`config.mk`:
```
export PLATFORM = sky130hd
export DESIGN_NAME = vending_ctrl
export DESIGN_NICKNAME = d
export VERILOG_FILES = /design/src/rtl/vending_pkg.sv /design/src/rtl/vending_ctrl_coin_decode.sv /design/src/rtl/vending_ctrl.sv
export SDC_FILE = /design/constraint.sdc
export NUM_CORES = 1
export LEC_CHECK = 0
export ABC_AREA = 0
export ABC_CLOCK_PERIOD_IN_PS = 7460
export CORE_MARGIN = 2
export CORE_UTILIZATION = 25
export DETAILED_ROUTE_END_ITERATION = 7
export SETUP_SLACK_MARGIN = 0.15
export SLEW_MARGIN = 20
export SYNTH_ARGS = -nofsm -noshare
export SYNTH_HDL_FRONTEND = slang
export SYNTH_SLANG_ARGS = --single-unit
```
`constraint.sdc`:
```
create_clock -name clk -period 7.46 [get_ports clk]
set_input_delay 0.746 -clock clk [delete_from_list [all_inputs] [get_ports clk]]
set_output_delay 0.746 -clock clk [all_outputs]
set_load 0.01 [all_outputs]
```
`src/rtl/vending_pkg.sv`:
```
// Shared types and constants for the vending controller.
package vending_pkg;

  typedef enum logic [1:0] {
    IDLE    = 2'd0,
    COLLECT = 2'd1,
    VEND    = 2'd2,
    CHANGE  = 2'd3
  } state_t;

  localparam int COIN5_VAL  = 5;
  localparam int COIN10_VAL = 10;
  localparam int COIN25_VAL = 25;

endpackage

```
`src/rtl/vending_ctrl_coin_decode.sv`:
```
// Combinational coin decoder: value of a single coin plus multi/any flags.
module coin_decode
  import vending_pkg::*;
#(
  parameter int W = 7
) (
  input  logic         coin_5,
  input  logic         coin_10,
  input  logic         coin_25,
  output logic [W-1:0] value,
  output logic         multi,
  output logic         any
);

  always_comb begin
    value = '0;
    case ({coin_25, coin_10, coin_5})
      3'b001:  value = W'(COIN5_VAL);
      3'b010:  value = W'(COIN10_VAL);
      3'b100:  value = W'(COIN25_VAL);
      default: value = '0;
    endcase
  end

  assign multi = (coin_5 & coin_10) | (coin_5 & coin_25) | (coin_10 & coin_25);
  assign any   = coin_5 | coin_10 | coin_25;

endmodule

```
`src/rtl/vending_ctrl.sv`:
```
// Credit-accumulating vending FSM: credits coins, dispenses at PRICE,
// returns change or refunds on cancel; every output is registered.
module vending_ctrl
  import vending_pkg::*;
#(
  parameter int PRICE      = 15,
  parameter int MAX_CREDIT = 95,
  parameter int CREDIT_W   = 7
) (
  input  logic                clk,
  input  logic                rst,
  input  logic                coin_5,
  input  logic                coin_10,
  input  logic                coin_25,
  input  logic                cancel,
  output logic [CREDIT_W-1:0] credit,
  output logic                dispense,
  output logic                change_valid,
  output logic [CREDIT_W-1:0] change_amt,
  output logic                coin_reject,
  output logic [1:0]          state
);

  localparam logic [CREDIT_W:0]   MAX_W   = (CREDIT_W+1)'(MAX_CREDIT);
  localparam logic [CREDIT_W:0]   PRICE_W = (CREDIT_W+1)'(PRICE);
  localparam logic [CREDIT_W-1:0] PRICE_C = CREDIT_W'(PRICE);

  state_t              state_q, state_d;
  logic [CREDIT_W-1:0] credit_q, credit_d;
  logic [CREDIT_W-1:0] change_amt_q, change_amt_d;
  logic                dispense_q, dispense_d;
  logic                change_valid_q, change_valid_d;
  logic                coin_reject_q, coin_reject_d;

  logic [CREDIT_W-1:0] coin_val;
  logic                coin_multi;
  logic                coin_any;
  logic [CREDIT_W:0]   sum;
  logic                coin_ok;

  coin_decode #(.W(CREDIT_W)) u_coin_decode (
    .coin_5  (coin_5),
    .coin_10 (coin_10),
    .coin_25 (coin_25),
    .value   (coin_val),
    .multi   (coin_multi),
    .any     (coin_any)
  );

  // One extra bit so the overflow compare never sees a wrapped sum.
  assign sum = {1'b0, credit_q} + {1'b0, coin_val};

  assign coin_ok = coin_any && !coin_multi && !cancel &&
                   (state_q == IDLE || state_q == COLLECT) && (sum <= MAX_W);

  always_comb begin
    state_d       = state_q;
    credit_d      = credit_q;
    change_amt_d  = '0;
    coin_reject_d = coin_any && !coin_ok;
    case (state_q)
      IDLE, COLLECT: begin
        if (coin_ok) begin
          credit_d = sum[CREDIT_W-1:0];
          state_d  = (sum >= PRICE_W) ? VEND : COLLECT;
        end else if (state_q == COLLECT && cancel) begin
          state_d      = CHANGE;
          change_amt_d = credit_q;
        end
      end
      VEND: begin
        if (credit_q > PRICE_C) begin
          state_d      = CHANGE;
          change_amt_d = credit_q - PRICE_C;
        end else begin
          state_d  = IDLE;
          credit_d = '0;
        end
      end
      CHANGE: begin
        state_d  = IDLE;
        credit_d = '0;
      end
      default: begin
        state_d  = IDLE;
        credit_d = '0;
      end
    endcase
    dispense_d     = (state_d == VEND);
    change_valid_d = (state_d == CHANGE);
  end

  always_ff @(posedge clk or posedge rst) begin
    if (rst) begin
      state_q        <= IDLE;
      credit_q       <= '0;
      change_amt_q   <= '0;
      dispense_q     <= 1'b0;
      change_valid_q <= 1'b0;
      coin_reject_q  <= 1'b0;
    end else begin
      state_q        <= state_d;
      credit_q       <= credit_d;
      change_amt_q   <= change_amt_d;
      dispense_q     <= dispense_d;
      change_valid_q <= change_valid_d;
      coin_reject_q  <= coin_reject_d;
    end
  end

  assign credit       = credit_q;
  assign dispense     = dispense_q;
  assign change_valid = change_valid_q;
  assign change_amt   = change_amt_q;
  assign coin_reject  = coin_reject_q;
  assign state        = state_q;

endmodule

```
==> flow_metrics.env, run 1 <==
export IMPL_status="completed"
export IMPL_most_common_cell_after_layout_fill_and_taps_aside="sky130_fd_sc_hd__clkdlybuf4s50_1"
export IMPL_post_dp_hpwl_um=2437
export IMPL_unrepaired_setup_endpoints_after_global_routing="false"
export IMPL_routabilityCongestion=0.8435
export IMPL_detail_route_first_pass_iterations=4
export IMPL_cp_endpoint="credit[6]$_DFFE_PP0P_"
export IMPL_clk_transition_reported_paths_ns=0.07
export IMPL_setup_viol=0
export IMPL_synth_cell_area_um2=1344
export IMPL_drt_total_wl_um=3036
export IMPL_initial_utilization=0.2614
export IMPL_tightestPinTransition_ns=0.7992
export IMPL_row_count=26
export IMPL_holdCritPathClass="flip-flop to flip-flop"
export IMPL_avgViaCountPerCell=4.707
export IMPL_r2r_slack_ns=4.83
export IMPL_post_synth_inst_count=144
export IMPL_initial_drc_count=62
export IMPL_cts_tree="done"
export IMPL_preCtsSetupSlack_ns=3.874
export IMPL_floorplan_die_height_um=77.32
export IMPL_number_of_inserted_filler_cells_in_the_final_layout=594
export IMPL_r2r_start="credit[0]$_DFFE_PP0P_"
export IMPL_clock_tree_htree_level_count=1
export IMPL_critPathLaunch="coin_25"
export IMPL_grt_antenna_before_repair=0
export IMPL_timing_rr_end="credit[6]$_DFFE_PP0P_"
export IMPL_buffer_ports_inserted=24
export IMPL_synth_top_area_share=0.3538
export IMPL_synth_distinct_cells=46
export IMPL_wire_length_of_the_first_global_routing_pass_um=5119
export IMPL_final_min_period_over_clock_period=0.4434
export IMPL_timing_setup_critical_path_class="input port to flip-flop"
export IMPL_synth_warning_count=0
export IMPL_die_width_um=77.32
export IMPL_final_antenna_net_count=0
export IMPL_synth_seq_area_share=0.3538
export IMPL_crit_required_ns=7.64
export IMPL_layout_area_overhead_vs_synth_pct=26.72
export IMPL_cellPowerDensity_nw_per_um2=282.6
export IMPL_worst_ep_arrival_time_ns=3.48
export IMPL_cts_buffers_inserted=3
export IMPL_first_global_vias=1052
export IMPL_vdd_ir_drop_worst_mv=0.08581
export IMPL_fin_tns_setup_ns=0
export IMPL_cts_hold_bufs=0
export IMPL_dpl_cell_area_um2=1658
export IMPL_synth_edf_count=0
export IMPL_max_freq_ghz=0.3023
export IMPL_via_count=1125
export IMPL_global_route_overflow_total=0
export IMPL_synth_ff_type="sky130_fd_sc_hd__dfrtp_1"
export IMPL_postLayoutCellArea_um2=1703
export IMPL_synth_area_top_cells="sky130_fd_sc_hd__dfrtp_1 (35%), sky130_fd_sc_hd__ha_1 (5.6%), sky130_fd_sc_hd__o21ai_0 (4.5%), sky130_fd_sc_hd__nor2_1 (3.9%), sky130_fd_sc_hd__inv_1 (3.6%)"
export IMPL_antennaDiodeCount=0
export IMPL_root_buffer_master="sky130_fd_sc_hd__clkbuf_8"
export IMPL_maxCapViolCount=0
export IMPL_yosysTopAreaCell="sky130_fd_sc_hd__dfrtp_1"
export IMPL_setup_worst_path_end_class="flip-flop"
export IMPL_postCtsResizedCells=0
export IMPL_reg2regPathDepth=8
export IMPL_timing_final_ws_setup_ns=4.152
export IMPL_numClockSinks=19
export IMPL_clock_latency_ns=0.25
export IMPL_post_synth_cell_area_avg_um2=9.332
export IMPL_path_max_fanout=5
export IMPL_area_of_the_die_um2=5978
export IMPL_asyncSetResetFlopFracSynth=1.000
export IMPL_num_io_pins=25
export IMPL_final_setup_skew_ns=0.001446
export IMPL_timing_max_transition_violations_final=0
export IMPL_grt_start_max_net_pins=20
export IMPL_timing_hold_worst_start="state[0]$_DFF_PP0_"
export IMPL_mostFrequentLayoutCells="sky130_fd_sc_hd__clkdlybuf4s50_1 (24), sky130_fd_sc_hd__dfrtp_1 (19), sky130_fd_sc_hd__nor2_1 (14), sky130_fd_sc_hd__inv_1 (13), sky130_fd_sc_hd__nand2_1 (13)"
export IMPL_cts_buffer_depth=2
export IMPL_nNetsFinal=183
export IMPL_wire_per_inst_um=12.70
export IMPL_synthesis_nets=157
export IMPL_worstSetupStartpointType="input port"
export IMPL_ys_ff_latch=19
export IMPL_hold_viol=0
export IMPL_leakagePower_nw=0.6676
export IMPL_period_minus_slack_ns=3.308
export IMPL_cts_setup_buffers=0
export IMPL_post_route_drc_count=0
export IMPL_drive_above_1_share=0.1065
export IMPL_timing_slew_headroom=0.4614
export IMPL_globalRouteTotalUtil=0.1054
export IMPL_core_area_um2=5140
-- worst min path at each step --
stage	to	slack [ns]	depth (start not counted)
finish	credit[5]$_DFFE_PP0P_	0.61	3
global route	credit[5]$_DFFE_PP0P_	0.66	3
CTS	credit[5]$_DFFE_PP0P_	0.62	3
detailed placement	credit[5]$_DFFE_PP0P_	0.61	3
global placement	credit[5]$_DFFE_PP0P_	0.61	3
floorplan	credit[5]$_DFFE_PP0P_	0.61	3
-- final cells by class --
class / instances / area, um^2 / area share
Multi-Input combinational cell: 108 / 802.0 / 0.4710
Tap cell: 70 / 87.58 / 0.05143
Clock buffer: 4 / 45.04 / 0.02645
Inverter: 14 / 52.55 / 0.03086
Timing Repair Buffer: 24 / 240.2 / 0.1411
Sequential cell: 19 / 475.5 / 0.2792
-- synthesized netlist by cell type, types with 3 or more instances --
| cell | count |
|---|---|
| sky130_fd_sc_hd__a21oi_1 | 3 |
| sky130_fd_sc_hd__inv_1 | 13 |
| sky130_fd_sc_hd__dfrtp_1 | 19 |
| sky130_fd_sc_hd__o21ai_0 | 12 |
| sky130_fd_sc_hd__nor3_1 | 3 |
| sky130_fd_sc_hd__nand2_1 | 13 |
| sky130_fd_sc_hd__or2_2 | 3 |
| sky130_fd_sc_hd__nor2_1 | 14 |
| sky130_fd_sc_hd__o211ai_1 | 6 |
| sky130_fd_sc_hd__nand3_1 | 4 |
| sky130_fd_sc_hd__ha_1 | 6 |
| sky130_fd_sc_hd__nor2b_1 | 3 |
| sky130_fd_sc_hd__xnor2_1 | 3 |
| sky130_fd_sc_hd__o311ai_1 | 4 |
-- report_power, final --
group / internal [mW] / switching (mW)
logic: 0.117 / 0.118
clock network: 0.0380 / 0.0337
registers: 0.130 / 0.0439
total: 0.285 / 0.196
-- worst max-delay path: stages --
cell and delay, ns:
sky130_fd_sc_hd__clkdlybuf4s50_1 0.54, sky130_fd_sc_hd__xnor2_1 0.11, sky130_fd_sc_hd__nor2_1 0.10, sky130_fd_sc_hd__ha_1 0.19, sky130_fd_sc_hd__inv_1 0.06, sky130_fd_sc_hd__fa_1 0.40
sky130_fd_sc_hd__nand2b_2 0.23, sky130_fd_sc_hd__a2111oi_4 0.45, sky130_fd_sc_hd__a2111oi_1 0.18, sky130_fd_sc_hd__a41o_1 0.27, sky130_fd_sc_hd__a211oi_2 0.20
-- kinds of logic (layout without fill, tap and decap cells) --
family | Yosys count | after routing | synth area share
buffers and inverters | 17 | 42 | 0.04935
flip-flops | 19 | 19 | 0.3538
adder cells (fa/ha/maj) | 7 | 7 | 0.07076
XOR/XNOR | 3 | 3 | 0.01956
AND/OR/NAND/NOR | 49 | 49 | 0.1797
multiplexers | 1 | 1 | 0.007449
AO/OA/AOI/OAI | 48 | 48 | 0.3194
-- metrics by stage --
stage | utilization | hold slack (ns) | power (mW) | cells
2_1_floorplan | - | 0.6097 | 0.3195 | 144
5_1_grt | 0.3313 | 0.6589 | 0.5171 | 239
6_report | 0.3313 | 0.6068 | 0.4812 | 239
3_3_place_gp | 0.3225 | 0.6090 | 0.4114 | 235
3_5_place_dp | 0.3225 | 0.6066 | 0.4116 | 235
4_1_cts | 0.3313 | 0.6166 | 0.4832 | 239
-- state kept, by name, indices dropped and copies added, names as in the netlist --
signal	flops
change_valid	1
credit	7
dispense	1
state	2
coin_reject	1
change_amt	7
-- metal layers --
layer  track usage  share of wire  vias to the layer above
li1              -              -                      583
met4       0.04286          0.019                        0
met2        0.1730           0.48                       21
met1        0.1415           0.46                      517
met5             0              0                        -
met3       0.01059          0.034                        4
Power figures use the tool's default switching activity.
==> inputs of run 2 (changes only) <==
--- a/config.mk
+++ b/config.mk
@@ -6,7 +6,7 @@
 export NUM_CORES = 1
 export LEC_CHECK = 0
 export ABC_AREA = 0
-export ABC_CLOCK_PERIOD_IN_PS = 7460
+export ABC_CLOCK_PERIOD_IN_PS = 2930
 export CORE_MARGIN = 2
 export CORE_UTILIZATION = 25
 export DETAILED_ROUTE_END_ITERATION = 7
==> constraint.sdc (replaced) <==
create_clock -name clk -period 2.93 [get_ports clk]
set_input_delay 0.293 -clock clk [delete_from_list [all_inputs] [get_ports clk]]
set_output_delay 0.293 -clock clk [all_outputs]
set_load 0.01 [all_outputs]
==> run 2 against run 1 <==
Compared with the run above: non-clock buffer count grew 21; via count grew 10%; hold slack lost 0.23 ns; cell count grew 8.8%; setup slack lost 3.6 ns; die area is the same; power grew to 2.8 times the previous value; first-iteration DRC count shrank 34%; combinational power grew to 3.2 times the previous value; design area grew 12%; critical path type unchanged; largest cell class unchanged; highest routed layer is now met3.
==> flow_metrics.env, run 2 (synthesis gave the netlist of run 1 again) <==
export IMPL_status="completed"
export IMPL_timing_critical_path_buf_inv=4
export IMPL_final_min_period_over_clock_period=0.8179
export IMPL_finalHoldWorstSlack_ns=0.3741
export IMPL_path_max_fanout=5
export IMPL_drt_total_wl_um=3320
export IMPL_totalPowerFinal_mw=1.350
export IMPL_avgViaCountPerCell=4.758
export IMPL_timing_hold_worst_start="coin_5"
export IMPL_wire_length_of_the_first_global_routing_pass_um=5678
export IMPL_placed_cells_incl_taps=254
export IMPL_grt_antenna_before_repair=0
export IMPL_most_common_cell_after_layout_fill_and_taps_aside="sky130_fd_sc_hd__clkdlybuf4s50_1"
export IMPL_row_count=26
export IMPL_core_area_um2=5140
export IMPL_clock_latency_ns=0.25
export IMPL_post_dp_hpwl_um=2601
export IMPL_cell_by_cell_trace_of_the_critical_path="dlymetal6s2s_1 > buf_4 > nor3b_1 > or2_2 > ha_1 > inv_1 > a2111oi_4 > buf_4 > a211oi_4 > o21ai_0 > a221o_1"
export IMPL_period_minus_slack_ns=2.396
export IMPL_r2r_start="credit[1]$_DFFE_PP0P_"
export IMPL_wire_per_inst_um=12.77
export IMPL_critPathLaunch="coin_25"
export IMPL_num_io_pins=25
export IMPL_buffer_ports_inserted=24
export IMPL_layoutNonFillerInstCount=260
export IMPL_initial_drc_count=41
export IMPL_routabilityCongestion=0.8223
export IMPL_worst_ep_arrival_time_ns=2.53
export IMPL_worstSetupStartpointType="input port"
export IMPL_global_route_overflow_total=0
export IMPL_post_route_drc_count=0
export IMPL_root_buffer_master="sky130_fd_sc_hd__clkbuf_8"
export IMPL_timing_slew_headroom=0.4909
export IMPL_die_width_um=77.32
export IMPL_cts_tree="done"
export IMPL_detail_route_first_pass_iterations=4
export IMPL_first_global_vias=1206
export IMPL_via_count=1237
export IMPL_clk_transition_reported_paths_ns=0.07
export IMPL_setup_viol=0
export IMPL_grt_start_max_net_pins=20
export IMPL_clock_tree_htree_level_count=1
export IMPL_unrepaired_setup_endpoints_after_global_routing="false"
export IMPL_crit_required_ns=3.07
export IMPL_vdd_ir_drop_worst_mv=0.1884
export IMPL_max_freq_ghz=0.4173
export IMPL_nNetsFinal=204
export IMPL_drive_above_1_share=0.2316
export IMPL_top_delay_family_on_crit_path="compound AO/OA/AOI/OAI gates"
export IMPL_holdCritPathClass="input port to flip-flop"
export IMPL_final_antenna_net_count=0
export IMPL_timing_critical_path_slowest_stage_cell="sky130_fd_sc_hd__a211oi_4"
export IMPL_area_of_the_die_um2=5978
export IMPL_leakagePower_nw=0.8095
export IMPL_critPathMaxStageDelay_ns=0.36
export IMPL_cts_buffer_depth=2
export IMPL_floorplan_die_height_um=77.32
export IMPL_cts_hold_bufs=0
export IMPL_antennaDiodeCount=0
export IMPL_setup_worst_path_end_class="flip-flop"
export IMPL_maxCapViolCount=0
export IMPL_final_setup_skew_ns=0.004196
export IMPL_worst_path_most_repeated_cell="sky130_fd_sc_hd__buf_4"
export IMPL_timing_setup_critical_path_class="input port to flip-flop"
export IMPL_layout_area_overhead_vs_synth_pct=41.71
export IMPL_globalRouteTotalUtil=0.1162
export IMPL_initial_utilization=0.2614
export IMPL_mostFrequentLayoutCells="sky130_fd_sc_hd__clkdlybuf4s50_1 (21), sky130_fd_sc_hd__buf_4 (20), sky130_fd_sc_hd__dfrtp_1 (19), sky130_fd_sc_hd__nor2_1 (14)"
export IMPL_numClockSinks=19
export IMPL_cts_buffers_inserted=3
export IMPL_cellPowerDensity_nw_per_um2=708.7
export IMPL_hold_viol=0
export IMPL_timing_max_transition_violations_final=0
export IMPL_tightestPinTransition_ns=0.7554
-- run 2: metal layers --
layer | GRT usage | up-vias | wire length [um]
li1 | - | 627 | -
met1 | 0.1521 | 593 | 1565
met2 | 0.1991 | 17 | 1695
met3 | 0.01294 | 0 | 59
met4 | 0.03750 | 0 | 0
met5 | 0 | - | 0
-- run 2: worst paths after layout --
path,endpoint,slack [ns],cells past startpoint
worst max-delay path,state[0]$_DFF_PP0_,0.53,11
worst min-delay path,coin_reject$_DFF_PP0_,0.37,3
worst max register to register,state[0]$_DFF_PP0_,0.59,9
worst min register to register,credit[5]$_DFFE_PP0P_,0.62,3
max in group asynchronous,credit[3]$_DFFE_PP0P_,2.01,2
min in group asynchronous,state[1]$_DFF_PP0_,0.46,2
-- run 2: timing repair --
| action | 4_1_cts | 5_1_grt |
|---|---|---|
| gates cloned | 0 | 0 |
| gates resized for setup | 0 | 9 |
| setup buffers | 0 | 2 |
| endpoints found under the setup margin | 3 | 10 |
| endpoints found under the hold margin | 0 | 0 |
| pin swaps | 1 | 3 |
-- run 2: tightest hold or removal path: stages --
cell	delay, ns
sky130_fd_sc_hd__dlymetal6s2s_1	0.15
sky130_fd_sc_hd__nor3_1	0.06
sky130_fd_sc_hd__nor2_1	0.08
-- run 2: area by class of cell --
cell class / count / area [um^2]
multi-input combinational: 108 / 825.8
fill: 554 / 3236
sequential: 19 / 475.5
timing repair buffer: 45 / 417.9
inverter: 14 / 52.55
tap: 70 / 87.58
clock buffer: 4 / 45.04
-- run 2: stage by stage --
stage | instance area (um^2) | setup slack, ns | TNS [ns] | util
after floorplan | 1344 | 0.4652 | 0 | -
after global placement | 1813 | -0.07731 | -0.2625 | 0.3527
after detailed placement | 1813 | -0.1691 | -0.9829 | 0.3527
after CTS | 1858 | 0.1808 | 0 | 0.3615
after global routing | 1904 | 0.3650 | 0 | 0.3705
final | 1904 | 0.5335 | 0 | 0.3705
-- run 2: power breakdown --
part	internal (mW)	switching, mW	leakage [nW]
Clock	0.0965	0.0840	0.0228
Sequential	0.332	0.0824	0.255
Combinational	0.387	0.368	0.531
Total	0.816	0.534	0.810
==> inputs of run 3 (changes only) <==
--- a/config.mk
+++ b/config.mk
@@ -6,7 +6,7 @@
 export NUM_CORES = 1
 export LEC_CHECK = 0
 export ABC_AREA = 0
-export ABC_CLOCK_PERIOD_IN_PS = 2930
+export ABC_CLOCK_PERIOD_IN_PS = 2100
 export CORE_MARGIN = 2
 export CORE_UTILIZATION = 25
 export DETAILED_ROUTE_END_ITERATION = 7
==> constraint.sdc (replaced) <==
create_clock -name clk -period 2.1 [get_ports clk]
set_input_delay 0.21 -clock clk [delete_from_list [all_inputs] [get_ports clk]]
set_output_delay 0.21 -clock clk [all_outputs]
set_load 0.01 [all_outputs]
==> run 3 against run 2 <==
Compared with the run above: the run now ends with negative setup slack left; register-to-register slack got worse by 0.60 ns; largest cell class unchanged; cell count increased by 7.7%; largest power group unchanged; clock skew about the same.
==> flow_metrics.env, run 3 (synthesis gave the netlist of run 1 again) <==
export IMPL_critPathMaxStageDelay_ns=0.39
export IMPL_timing_max_transition_violations_final=0
export IMPL_violations="negative setup slack"
export IMPL_cts_hold_bufs=0
export IMPL_total_internal_power_mw=1.327
export IMPL_timing_hold_worst_start="coin_5"
export IMPL_leakagePower_nw=0.9007
export IMPL_cellPowerDensity_nw_per_um2=999.7
export IMPL_wire_per_inst_um=12.90
export IMPL_switching_power_mw=0.8279
export IMPL_period_minus_slack_ns=2.115
export IMPL_worstSetupStartpointType="flip-flop"
export IMPL_initial_utilization=0.2614
export IMPL_vdd_ir_drop_worst_mv=0.3000
export IMPL_mostFrequentLayoutCells="sky130_fd_sc_hd__buf_4 (39), sky130_fd_sc_hd__clkdlybuf4s50_1 (21), sky130_fd_sc_hd__dfrtp_1 (17), sky130_fd_sc_hd__nor2_1 (12), sky130_fd_sc_hd__nand2_1 (12)"
export IMPL_grt_start_max_net_pins=14
export IMPL_crit_required_ns=2.24
export IMPL_cts_tree="done"
export IMPL_cell_by_cell_trace_of_the_critical_path="ha_4 > inv_2 > fa_2 > nand2b_4 > a21oi_2 > o221a_4 > o21ai_1 > a221o_1"
export IMPL_drive_above_1_share=0.4000
export IMPL_regArea_um2=478.0
export IMPL_cts_buffer_depth=2
export IMPL_post_dp_hpwl_um=2827
export IMPL_multi_input_comb_area_um2=940.9
export IMPL_unrepaired_setup_endpoints_after_global_routing="true"
export IMPL_antennaDiodeCount=0
export IMPL_r2r_start="credit[0]$_DFFE_PP0P_"
export IMPL_timing_hold_worst_endpoint="coin_reject$_DFF_PP0_"
export IMPL_initial_drc_count=84
export IMPL_maxCapViolCount=0
export IMPL_floorplan_die_height_um=77.32
export IMPL_most_common_cell_after_layout_fill_and_taps_aside="sky130_fd_sc_hd__buf_4"
export IMPL_cts_buffers_inserted=3
export IMPL_tightestPinTransition_ns=0.4882
export IMPL_drt_total_wl_um=3613
export IMPL_timing_critical_path_slowest_stage_cell="sky130_fd_sc_hd__dfrtp_2"
export IMPL_timing_setup_critical_path_class="flip-flop to flip-flop"
export IMPL_layout_area_overhead_vs_synth_pct=60.43
export IMPL_numClockSinks=19
export IMPL_wire_length_of_the_first_global_routing_pass_um=6051
export IMPL_first_global_vias=1272
export IMPL_max_freq_ghz=0.4729
export IMPL_final_antenna_net_count=0
export IMPL_path_max_fanout=5
export IMPL_via_count=1318
export IMPL_pwr_share_comb=0.633
export IMPL_fin_tns_setup_ns=-0.01887
export IMPL_hold_viol=0
export IMPL_post_route_drc_count=0
export IMPL_final_min_period_over_clock_period=1.007
export IMPL_clock_latency_ns=0.25
export IMPL_timing_slew_headroom=0.6742
export IMPL_final_setup_skew_ns=0.004138
export IMPL_globalRouteTotalUtil=0.1239
export IMPL_buffer_ports_inserted=24
export IMPL_num_io_pins=25
export IMPL_row_count=26
export IMPL_setup_worst_path_end_class="flip-flop"
export IMPL_area_of_the_die_um2=5978
export IMPL_status="finished, violations left"
export IMPL_clockPowerShare=0.117
export IMPL_avgViaCountPerCell=4.707
export IMPL_setup_viol=2
export IMPL_reg2regPathDepth=8
export IMPL_root_buffer_master="sky130_fd_sc_hd__clkbuf_8"
export IMPL_timing_critical_path_buf_inv=1
export IMPL_top_delay_family_on_crit_path="compound AO/OA/AOI/OAI gates"
export IMPL_core_area_um2=5140
export IMPL_finalHoldWorstSlack_ns=0.2535
export IMPL_timing_rr_end="state[0]$_DFF_PP0_"
export IMPL_clk_transition_reported_paths_ns=0.07
export IMPL_detail_route_first_pass_iterations=4
export IMPL_power_frac_seq=0.250
export IMPL_worst_ep_arrival_time_ns=2.26
export IMPL_global_route_overflow_total=0
export IMPL_nNetsFinal=224
export IMPL_holdCritPathClass="input port to flip-flop"
export IMPL_timing_final_ws_setup_ns=-0.01472
export IMPL_r2r_slack_ns=-0.01
export IMPL_die_width_um=77.32
export IMPL_swShare=0.3842
export IMPL_number_of_inserted_filler_cells_in_the_final_layout=532
export IMPL_routabilityCongestion=0.8244
export IMPL_clock_tree_htree_level_count=1
export IMPL_hold_path_cell_count=3
export IMPL_critPathLaunch="credit[0]$_DFFE_PP0P_"
export IMPL_grt_antenna_before_repair=0
run 3: power by group through the flow:
stage | Clock [mW] | Combinational (mW) | Sequential [mW]
after global placement | 0 | 1.25 | 0.536
after global routing | 0.276 | 1.48 | 0.552
after detailed placement | 0 | 1.26 | 0.539
after floorplan | 0 | 0.559 | 0.617
after CTS | 0.259 | 1.30 | 0.534
final | 0.252 | 1.36 | 0.539
run 3: through the flow:
| stage | power (mW) | area [um^2] | cells | util | setup WS (ns) |
|---|---|---|---|---|---|
| 2_1_floorplan | 1.176 | 1410 | 144 | - | -0.03379 |
| 3_3_place_gp | 1.786 | 1992 | 269 | 0.3875 | -0.8393 |
| 3_5_place_dp | 1.801 | 1992 | 269 | 0.3875 | -0.8938 |
| 4_1_cts | 2.093 | 2069 | 276 | 0.4026 | -0.08522 |
| 5_1_grt | 2.310 | 2156 | 280 | 0.4194 | -0.1071 |
| 6_report | 2.155 | 2156 | 280 | 0.4194 | -0.01472 |
run 3: how the worst max path moves through the flow:
| stage | endpoint | slack, ns | cells past startpoint |
|---|---|---|---|
| finish | state[0]$_DFF_PP0_ | -0.01 | 8 |
| global route | credit[1]$_DFFE_PP0P_ | -0.11 | 10 |
| CTS | credit[0]$_DFFE_PP0P_ | -0.09 | 10 |
| detailed placement | credit[0]$_DFFE_PP0P_ | -0.89 | 11 |
| global placement | credit[0]$_DFFE_PP0P_ | -0.84 | 11 |
| floorplan | credit[6]$_DFFE_PP0P_ | -0.03 | 10 |
run 3: layer usage:
metal / part of all wire / global-route usage
met1: 0.47 / 0.1647
met2: 0.50 / 0.2130
met3: 0.017 / 0.009412
met4: 0.012 / 0.03929
met5: 0 / 0
run 3: final cells by class:
| class | instances | share of cell area |
|---|---|---|
| multi-input cells | 109 | 0.4364 |
| repair buffers | 64 | 0.2554 |
| inverters | 14 | 0.02438 |
| clock buffers | 3 | 0.01915 |
| clock inverters | 1 | 0.002322 |
| well taps | 70 | 0.04063 |
| flip-flops and latches | 19 | 0.2217 |
run 3: worst register-to-register path, delay by kind of cell, from the launching register on:
kind	cells	cell delay, ns
compound gates	4	0.90
buf+inv	1	0.04
flops	1	0.39
simple gates	1	0.17
fa+ha+maj	2	0.52
run 3: repair_timing:
item | in CTS | in global routing
cloned | 0 | 1
endpoints found under the setup margin | 11 | 14
setup buffers | 3 | 3
pin swaps | 10 | 14
gates resized for setup | 21 | 12
